## src/rtl/alu_unit_if.sv

```systemverilog
// rtl/alu_unit_if.sv - issue/result bundle between the control unit and the datapath ALU
interface alu_unit_if #(
    parameter int WIDTH = 16
);
    logic [2:0]       alu_op;
    logic [WIDTH-1:0] a_in;
    logic [WIDTH-1:0] b_in;
    logic [WIDTH-1:0] result;
    logic             z;
    logic             busy;
    logic             done;

    modport master (
        output alu_op, a_in, b_in,
        input  result, z, busy, done
    );

    modport slave (
        input  alu_op, a_in, b_in,
        output result, z, busy, done
    );
endinterface

```

## src/rtl/alu_unit.sv

```systemverilog
// rtl/alu_unit.sv - datapath ALU: single-cycle add/sub/lshift, iterative shift-add multiply
module alu_unit #(
    parameter int WIDTH = 16
) (
    input  logic       clk,
    input  logic       rst,
    alu_unit_if.slave  bus
);
    localparam int CW = $clog2(WIDTH + 1);

    localparam logic [2:0] OP_NONE   = 3'd0;
    localparam logic [2:0] OP_ADD    = 3'd1;
    localparam logic [2:0] OP_SUB    = 3'd2;
    localparam logic [2:0] OP_MULT   = 3'd3;
    localparam logic [2:0] OP_LSHIFT = 3'd4;

    typedef enum logic {IDLE, MUL} state_e;

    state_e           state_q, state_d;
    logic [2:0]       prev_op_q, prev_op_d;
    logic [CW-1:0]    cnt_q, cnt_d;
    logic [WIDTH-1:0] mcand_q, mcand_d;
    logic [WIDTH-1:0] mplier_q, mplier_d;
    logic [WIDTH-1:0] acc_q, acc_d;
    logic [WIDTH-1:0] result_q, result_d;
    logic             z_q, z_d;
    logic             busy_q, busy_d;
    logic             done_q, done_d;

    logic             accept;
    logic [WIDTH-1:0] op_res;
    logic [WIDTH-1:0] acc_step;

    always_ff @(posedge clk) begin
        if (rst) begin
            state_q   <= IDLE;
            prev_op_q <= OP_NONE;
            cnt_q     <= '0;
            mcand_q   <= '0;
            mplier_q  <= '0;
            acc_q     <= '0;
            result_q  <= '0;
            z_q       <= 1'b1;
            busy_q    <= 1'b0;
            done_q    <= 1'b0;
        end else begin
            state_q   <= state_d;
            prev_op_q <= prev_op_d;
            cnt_q     <= cnt_d;
            mcand_q   <= mcand_d;
            mplier_q  <= mplier_d;
            acc_q     <= acc_d;
            result_q  <= result_d;
            z_q       <= z_d;
            busy_q    <= busy_d;
            done_q    <= done_d;
        end
    end

    // An op fires only on the 0 -> nonzero transition of alu_op, so a held code runs once.
    assign accept = (state_q == IDLE) && (bus.alu_op >= OP_ADD) &&
                    (bus.alu_op <= OP_LSHIFT) && (prev_op_q == OP_NONE);

    assign acc_step = mplier_q[0] ? (acc_q + mcand_q) : acc_q;

    always_comb begin
        state_d   = state_q;
        prev_op_d = bus.alu_op;
        cnt_d     = cnt_q;
        mcand_d   = mcand_q;
        mplier_d  = mplier_q;
        acc_d     = acc_q;
        result_d  = result_q;
        z_d       = z_q;
        busy_d    = busy_q;
        done_d    = 1'b0;
        op_res    = '0;

        case (state_q)
            IDLE: begin
                if (accept) begin
                    if (bus.alu_op == OP_MULT) begin
                        mcand_d  = bus.a_in;
                        mplier_d = bus.b_in;
                        acc_d    = '0;
                        cnt_d    = '0;
                        busy_d   = 1'b1;
                        state_d  = MUL;
                    end else begin
                        case (bus.alu_op)
                            OP_ADD:  op_res = bus.a_in + bus.b_in;
                            OP_SUB:  op_res = bus.a_in - bus.b_in;
                            default: op_res = {bus.a_in[WIDTH-2:0], 1'b0};
                        endcase
                        result_d = op_res;
                        z_d      = (op_res == '0);
                        done_d   = 1'b1;
                    end
                end
            end
            MUL: begin
                acc_d    = acc_step;
                mcand_d  = {mcand_q[WIDTH-2:0], 1'b0};
                mplier_d = {1'b0, mplier_q[WIDTH-1:1]};
                cnt_d    = cnt_q + CW'(1);
                // Fixed latency: the WIDTH-th iteration retires the product.
                if (cnt_q == CW'(WIDTH - 1)) begin
                    result_d = acc_step;
                    z_d      = (acc_step == '0);
                    busy_d   = 1'b0;
                    done_d   = 1'b1;
                    state_d  = IDLE;
                end
            end
            default: state_d = IDLE;
        endcase
    end

    assign bus.result = result_q;
    assign bus.z      = z_q;
    assign bus.busy   = busy_q;
    assign bus.done   = done_q;
endmodule

```

## src/flat_wrapper.sv

```systemverilog
// flat-port wrapper written by rule: the top's interface ports become plain ports
module alu_unit_flat 
#(
    parameter int WIDTH = 16
)
  (clk, rst, bus_alu_op, bus_a_in, bus_b_in, bus_result, bus_z, bus_busy, bus_done);
  alu_unit_if #(.WIDTH(WIDTH)) bus_i ();
  input  logic clk;
  input  logic rst;
  input wire logic [$bits(bus_i.alu_op)-1:0] bus_alu_op;
  input wire logic [$bits(bus_i.a_in)-1:0] bus_a_in;
  input wire logic [$bits(bus_i.b_in)-1:0] bus_b_in;
  output wire logic [$bits(bus_i.result)-1:0] bus_result;
  output wire logic [$bits(bus_i.z)-1:0] bus_z;
  output wire logic [$bits(bus_i.busy)-1:0] bus_busy;
  output wire logic [$bits(bus_i.done)-1:0] bus_done;
  assign bus_i.alu_op = bus_alu_op;
  assign bus_i.a_in = bus_a_in;
  assign bus_i.b_in = bus_b_in;
  assign bus_result = bus_i.result;
  assign bus_z = bus_i.z;
  assign bus_busy = bus_i.busy;
  assign bus_done = bus_i.done;
  alu_unit #(.WIDTH(WIDTH)) u_core (.clk(clk), .rst(rst), .bus(bus_i));
endmodule
```

## config.mk

```make
export PLATFORM = sky130hd
export DESIGN_NAME = alu_unit_flat
export DESIGN_NICKNAME = d
export VERILOG_FILES = /design/src/rtl/alu_unit_if.sv /design/src/rtl/alu_unit.sv /design/src/flat_wrapper.sv
export SDC_FILE = /design/constraint.sdc
export NUM_CORES = 1
export LEC_CHECK = 0
export CORE_ASPECT_RATIO = 0.9
export CORE_MARGIN = 10
export CORE_UTILIZATION = 33
export DETAILED_ROUTE_END_ITERATION = 16
export PLACE_DENSITY_LB_ADDON = 0.15
export SETUP_SLACK_MARGIN = 0.1
export SYNTH_ARGS = -nofsm -noshare
export SYNTH_HDL_FRONTEND = slang
export SYNTH_SLANG_ARGS = --single-unit
```

## constraint.sdc

```tcl
create_clock -name clk -period 5.6 [get_ports clk]
set_input_delay 1.68 -clock clk [delete_from_list [all_inputs] [get_ports clk]]
set_output_delay 1.68 -clock clk [all_outputs]
set_load 0.03 [all_outputs]
```

==> flow_summary.json <==
{
  "outcome": "finished clean",
  "cellPowerDensity_nw_per_um2": 238.8,
  "power.switching_mw": 0.4557,
  "worst_hold_slack_ns": 0.4542,
  "cp_max_fo": 7,
  "first_iter_violations": 291,
  "post-route-drc-count": 0,
  "combPwrFrac_pct": 22.7,
  "synth_nets": 751,
  "share_clk_of_total_power_pct": 39.5,
  "number_of_cell_rows": 44,
  "final.min_clock_period_ns": 5.109,
  "hold_class": "flip-flop to flip-flop",
  "worst_ir_drop_vdd_mv": 0.1942,
  "grt_pass1_wl_mm": 26.89,
  "timing.critical_path.buf_inv": 2,
  "synth_area_per_cell_um2": 7.876,
  "ys_top_cells_by_area": "sky130_fd_sc_hd__dfxtp_1 (28%), sky130_fd_sc_hd__a21oi_1 (7.8%), sky130_fd_sc_hd__ha_1 (7.7%)",
  "crit_required_ns": 5.87,
  "synth_sequential_area_ratio_pct": 28.45,
  "cp_cell_sequence": "clkdlybuf4s50_1 -> and2b_1 -> nor2b_1 -> buf_4 -> nor2_1 -> xnor2_1 -> ha_1 -> a21o_1 -> a21oi_1 -> nand3_1 -> a211oi_1 -> nor3_1 -> xnor2_1 -> nor2_1 -> or3_1 -> a311oi_1",
  "worst_path_max_delay_cell": "sky130_fd_sc_hd__clkdlybuf4s50_1",
  "port-buffer-count": 55,
  "async_reset_ff_share_pct": 0,
  "synthesis.instances": 679,
  "coreArea_um2": 16020,
  "post_synthesis_sequential_element_count": 76,
  "dp_hpwl_mm": 12.29,
  "detail-route-antenna-nets": 0,
  "area.growth.synth_to_final_pct": 18.51,
  "final_worst_clock_skew_ns": 0.006770,
  "post_route_cells_drive_above_1_share_pct": 7.232,
  "slew_headroom_pct": 22.88,
  "synth_area_leader_cell": "sky130_fd_sc_hd__dfxtp_1",
  "grt_overflow": 0,
  "post_cts_hold_buffer_count": 0,
  "chipWidth_um": 154.2,
  "cts_buffers": 9,
  "p_int_mw": 1.058,
  "clock_tree.root_cell": "sky130_fd_sc_hd__clkbuf_16",
  "gp_routability_congestion": 0.8406,
  "htree_levels": 3,
  "switching_share_pct": 30.12,
  "die_y_extent_um": 140.8,
  "insertion_delay_ns": 0.35,
  "design.die.area_um2": 21700,
  "endpoint_kind": "flip-flop",
  "num-fill-cells": 1640,
  "number_of_antenna_violations_at_the_first_check_in_global_routing": 0,
  "synth_edf_count": 0,
  "post-route-period-util_pct": 91.23,
  "num_ports": 56,
  "worst_slew_pin_slew_ns": 1.157,
  "cp_slowest_stage_delay_ns": 0.48,
  "grt_start_max_net_pins": 56,
  "power.share.sequential_pct": 37.8,
  "max-clock-path-buffers": 2,
  "timing.setup.critical_path_class": "input pin to flip-flop",
  "synth.top_cells.by_count": "sky130_fd_sc_hd__a21oi_1 (83), sky130_fd_sc_hd__nand2_1 (81), sky130_fd_sc_hd__dfxtp_1 (76), sky130_fd_sc_hd__nor2_1 (51), sky130_fd_sc_hd__a22oi_1 (34)",
  "total_leakage_power_nw": 2.361,
  "synthDominantCellAreaShare_pct": 28.45,
  "slew_viol_final": 0,
  "critPathArrivalTime_ns": 5.38,
  "setup-tns-final_ns": 0,
  "tritoncts": "yes",
  "diodes": 0,
  "clkSlewWorstSetupHoldPaths_ns": 0.06,
  "nNetsFinal": 787,
  "summed_instance_area_of_the_synthesized_netlist_um2": 5348,
  "yosys.cell_types.count": 81,
  "initial_utilization_pct": 33.38,
  "clock_sink_count": 76,
  "groute.usage.overall_pct": 15.09,
  "cp-start-kind": "input pin",
  "wl_mm": 16.51,
  "vias_per_cell": 5.473,
  "grt_pass1_vias": 5039,
  "yosysWarningCount": 0,
  "final-hold-violation-count": 0,
  "cap_viol_max_count": 0,
  "timing.final.setup_violations": 0,
  "dominantRegCellSynth": "sky130_fd_sc_hd__dfxtp_1",
  "most_common_cell_in_the_netlist": "sky130_fd_sc_hd__a21oi_1",
  "worst_path_dominant_cell_family": "simple AND/OR/NAND/NOR gates",
  "max_freq_mhz": 195.7,
  "post_drt_wl_per_cell_um": 17.83,
  "unrepaired_setup_endpoints_after_global_routing": "false",
  "vias_after_detailed_routing": 5068,
  "first_pass_iters": 4
}
layer usage:
layer	wire length, µm	GRT usage, %	part of all wire [%]
met1	7903	18.96	48
met2	7742	25.27	47
met3	738	4.106	4.5
met4	124	2.981	0.75
met5	0	0	0
metrics by stage:
step	cells	utilization [%]	total power, mW	area [µm²]	setup WS (ns)
4_1_cts	926	39.52	1.529	6331	0.3999
5_1_grt	926	39.56	1.582	6337	0.1179
3_3_place_gp	911	37.69	0.9212	6038	0.1319
3_5_place_dp	911	37.69	0.9252	6038	0.05283
2_1_floorplan	679	-	0.8035	5348	1.048
6_report	926	39.56	1.513	6337	0.4910
power by group through the flow:
stage	clock network (mW)	registers, mW	logic [mW]
final	0.598	0.572	0.343
after global routing	0.628	0.574	0.380
after CTS	0.615	0.572	0.342
after detailed placement	0	0.584	0.341
after global placement	0	0.583	0.338
after floorplan	0	0.595	0.208
flip-flops by register name, indices dropped and copies added (netlist names):
name               count
u_core.state_q         1
u_core.mplier_q       16
u_core.bus.result     16
u_core.prev_op_q       3
u_core.cnt_q           5
u_core.bus.busy        1
u_core.acc_q          16
u_core.bus.z           1
u_core.bus.done        1
u_core.mcand_q        16
cells by family (layout without fill, tap and decap cells):
family	after synthesis	count (layout)	share of synthesized area, %
compound gates	232	232	29.29
xor+xnor	33	33	5.405
fa+ha+maj	35	35	8.470
buf+inv	62	102	5.592
flops	76	76	28.45
mux	10	10	1.919
simple gates	231	231	20.87
timing repair:
item	in CTS	in global routing
endpoints found under the setup margin	0	1
setup buffers	0	0
resized for setup	0	1
hold endpoints to repair	0	0
area by class of cell:
| cell class | count | area [µm²] | share of cell area [%] |
|---|---|---|---|
| clock inverters | 4 | 50.05 | 0.7897 |
| flip-flops and latches | 76 | 1523 | 24.03 |
| repair buffers | 68 | 655.6 | 10.35 |
| clock buffers | 11 | 242.7 | 3.830 |
| well taps | 207 | 259.0 | 4.087 |
| inverters | 19 | 71.32 | 1.125 |
| multi-input cells | 541 | 3536 | 55.79 |
final timing paths:
| check | depth (start not counted) | from | end | slack (ns) |
|---|---|---|---|---|
| min | 2 | u_core.bus.result[3] | u_core.bus.result[3] | 0.45 |
| max | 16 | bus_alu_op[2] | u_core.bus.result[15] | 0.49 |
| min reg2reg | 2 | u_core.bus.result[3] | u_core.bus.result[3] | 0.45 |
| max reg2reg | 11 | u_core.mcand_q[0] | u_core.bus.z | 2.22 |
placed cells by master (no fill, tap or decap), types with 19 or more instances in the layout:
cell | synthesis | layout
sky130_fd_sc_hd__a21oi_1 | 83 | 83
sky130_fd_sc_hd__a22oi_1 | 34 | 34
sky130_fd_sc_hd__clkdlybuf4s50_1 | 0 | 54
sky130_fd_sc_hd__dfxtp_1 | 76 | 75
sky130_fd_sc_hd__ha_1 | 33 | 33
sky130_fd_sc_hd__inv_1 | 19 | 19
sky130_fd_sc_hd__nand2_1 | 81 | 81
sky130_fd_sc_hd__nor2_1 | 51 | 50
sky130_fd_sc_hd__nor3_1 | 21 | 21
sky130_fd_sc_hd__o21ai_0 | 20 | 20
sky130_fd_sc_hd__xnor2_1 | 20 | 20
worst reg2reg max path: stages (launching register included):
cell and delay, ns:
sky130_fd_sc_hd__dfxtp_1 0.38, sky130_fd_sc_hd__ha_1 0.24, sky130_fd_sc_hd__fa_1 0.43, sky130_fd_sc_hd__mux2i_1 0.19, sky130_fd_sc_hd__nand2_1 0.10, sky130_fd_sc_hd__or3_1 0.37
sky130_fd_sc_hd__nor4_1 0.36, sky130_fd_sc_hd__nand4_1 0.16, sky130_fd_sc_hd__nor4_1 0.38, sky130_fd_sc_hd__o211ai_1 0.14, sky130_fd_sc_hd__or4_1 0.46, sky130_fd_sc_hd__o211ai_2 0.10
Power figures use the tool's default switching activity.
==> edit: new RTL, same flow settings <==
Make the reset (`rst`) asynchronous in one clocked block.
--- a/src/rtl/alu_unit.sv
+++ b/src/rtl/alu_unit.sv
@@ -31,7 +31,7 @@
     logic [WIDTH-1:0] op_res;
     logic [WIDTH-1:0] acc_step;
 
-    always_ff @(posedge clk) begin
+    always_ff @(posedge clk or posedge rst) begin
         if (rst) begin
             state_q   <= IDLE;
             prev_op_q <= OP_NONE;
Behaviour: differs if rst is asserted again (counterexample within 4 cycles, from zero or initial values and one cycle with rst high); with rst held inactive, the same outputs for 10 cycles.
==> edit against the unedited design <==
Via count decreased by 2.3%. Synthesized cell count decreased by 5.4%. Final cell count down 1.7%. Critical endpoint is now u_core.bus.z$_DFFE_PP1P_. Routed wire length decreased by 2.6%. Register-to-register slack worse by 320 ps. Area after synthesis rose by 1.2%. Die area increased by 1.1%. Design area is 4.1% higher. Critical path depth is the same. Sequential cell count did not move. Worst setup slack got worse by 92 ps. Largest cell class unchanged.
Power is not compared: it rests on default switching activity, and its combinational part moved more than twofold at a synthesized area within 25%.
==> edit: results <==
[place]
place_hpwl_mm = 12.15
place_area_sq_mm = 0.006262
gp_congestion = 0.8197

[logic_synthesis]
yosysSeqAreaShare = 0.3516
synth_async_sr_flop_share = 1.000
synth_nets = 714
synth_common_cells = nand2_1 (122), dfrtp_1 (75), nor2_1 (49)
syn_area_per_cell_sq_um = 8.431
ys_types = 64

[hold_path]
hold_path_end = u_core.mplier_q[2]$_DFFE_PP0P_
hold_path.startpoint = u_core.mplier_q[2]$_DFFE_PP0P_

[sta]
fin_skew_ps = 6.354
hold_ws_ps = 475.6

[finish]
num-nonclk-buffers = 76
clk_share = 0.05064
layout-drive-gt1-share = 0.08108
non_clock_buffer_area_share = 0.1074
num-clock-buffers = 12
nFillCells = 1621

[worst_setup_path]
cpLargestDelayFamily = compound AO/OA/AOI/OAI gates
critPathArrivalTime_ps = 5490
slowest_delay_ps = 520
rr_endpoint = u_core.bus.z$_DFFE_PP1P_
timing.rr.start = u_core.acc_q[0]$_DFFE_PP0P_
rrSetupSlack_ps = 1900
crit_path_top_delay_cell = or3b_2
cp-startpoint = bus_b_in[5]

[status]
run_status = finished, final reports clean

[global_routing]
grt_usage = 0.1478
grt_max_degree = 48
grt_pass1_wl_mm = 26.23
grt_pass1_vias = 4922

[routing]
finalWirelength_mm = 16.07
drt-pass1-iter-count = 6
[edit: how the worst max path moves through the flow]
stage | endpoint | slack (ps) | depth (start not counted)
5_1_grt | u_core.bus.z$_DFFE_PP1P_ | 130 | 16
4_1_cts | u_core.bus.z$_DFFE_PP1P_ | 390 | 16
6_report | u_core.bus.z$_DFFE_PP1P_ | 400 | 16
3_3_place_gp | u_core.bus.z$_DFFE_PP1P_ | 120 | 15
3_5_place_dp | u_core.bus.z$_DFFE_PP1P_ | 30 | 16
2_1_floorplan | u_core.bus.z$_DFFE_PP1P_ | 670 | 15
[edit: routing by layer]
layer / wire length, um / up-vias / global-route usage
li1: - / 2441 / -
met1: 7581 / 2383 / 0.1952
met2: 7421 / 110 / 0.2324
met3: 770 / 18 / 0.03354
met4: 299 / 0 / 0.05017
met5: 0 / - / 0
[edit: stage by stage]
stage	instances	utilization	worst slack, ps
final	910	0.4089	398.8
after detailed placement	894	0.3882	27.49
after global placement	894	0.3882	119.4
after global routing	910	0.4089	131.9
after floorplan	642	-	667.9
after CTS	910	0.4089	385.3
[edit: worst reg2reg max path: stages, from the launching register on]
cell and delay, ps:
dfrtp_1 400, ha_1 280, fa_1 450, a211o_1 330, a21o_1 190, o31ai_1 360, nand3_1 140, o311ai_1 870
nor4_1 180, nand4_1 170, o22ai_1 90, a31o_1 190
[edit: cells by family after synthesis]
| family | synth area share |
|---|---|
| and+or+nand+nor | 0.1983 |
| adders and majority gates | 0.08368 |
| buffers and inverters | 0.03583 |
| AOI/OAI and AO/OA | 0.2552 |
| DFF | 0.3516 |
| xor gates and xnor gates | 0.05016 |
| muxes | 0.02520 |
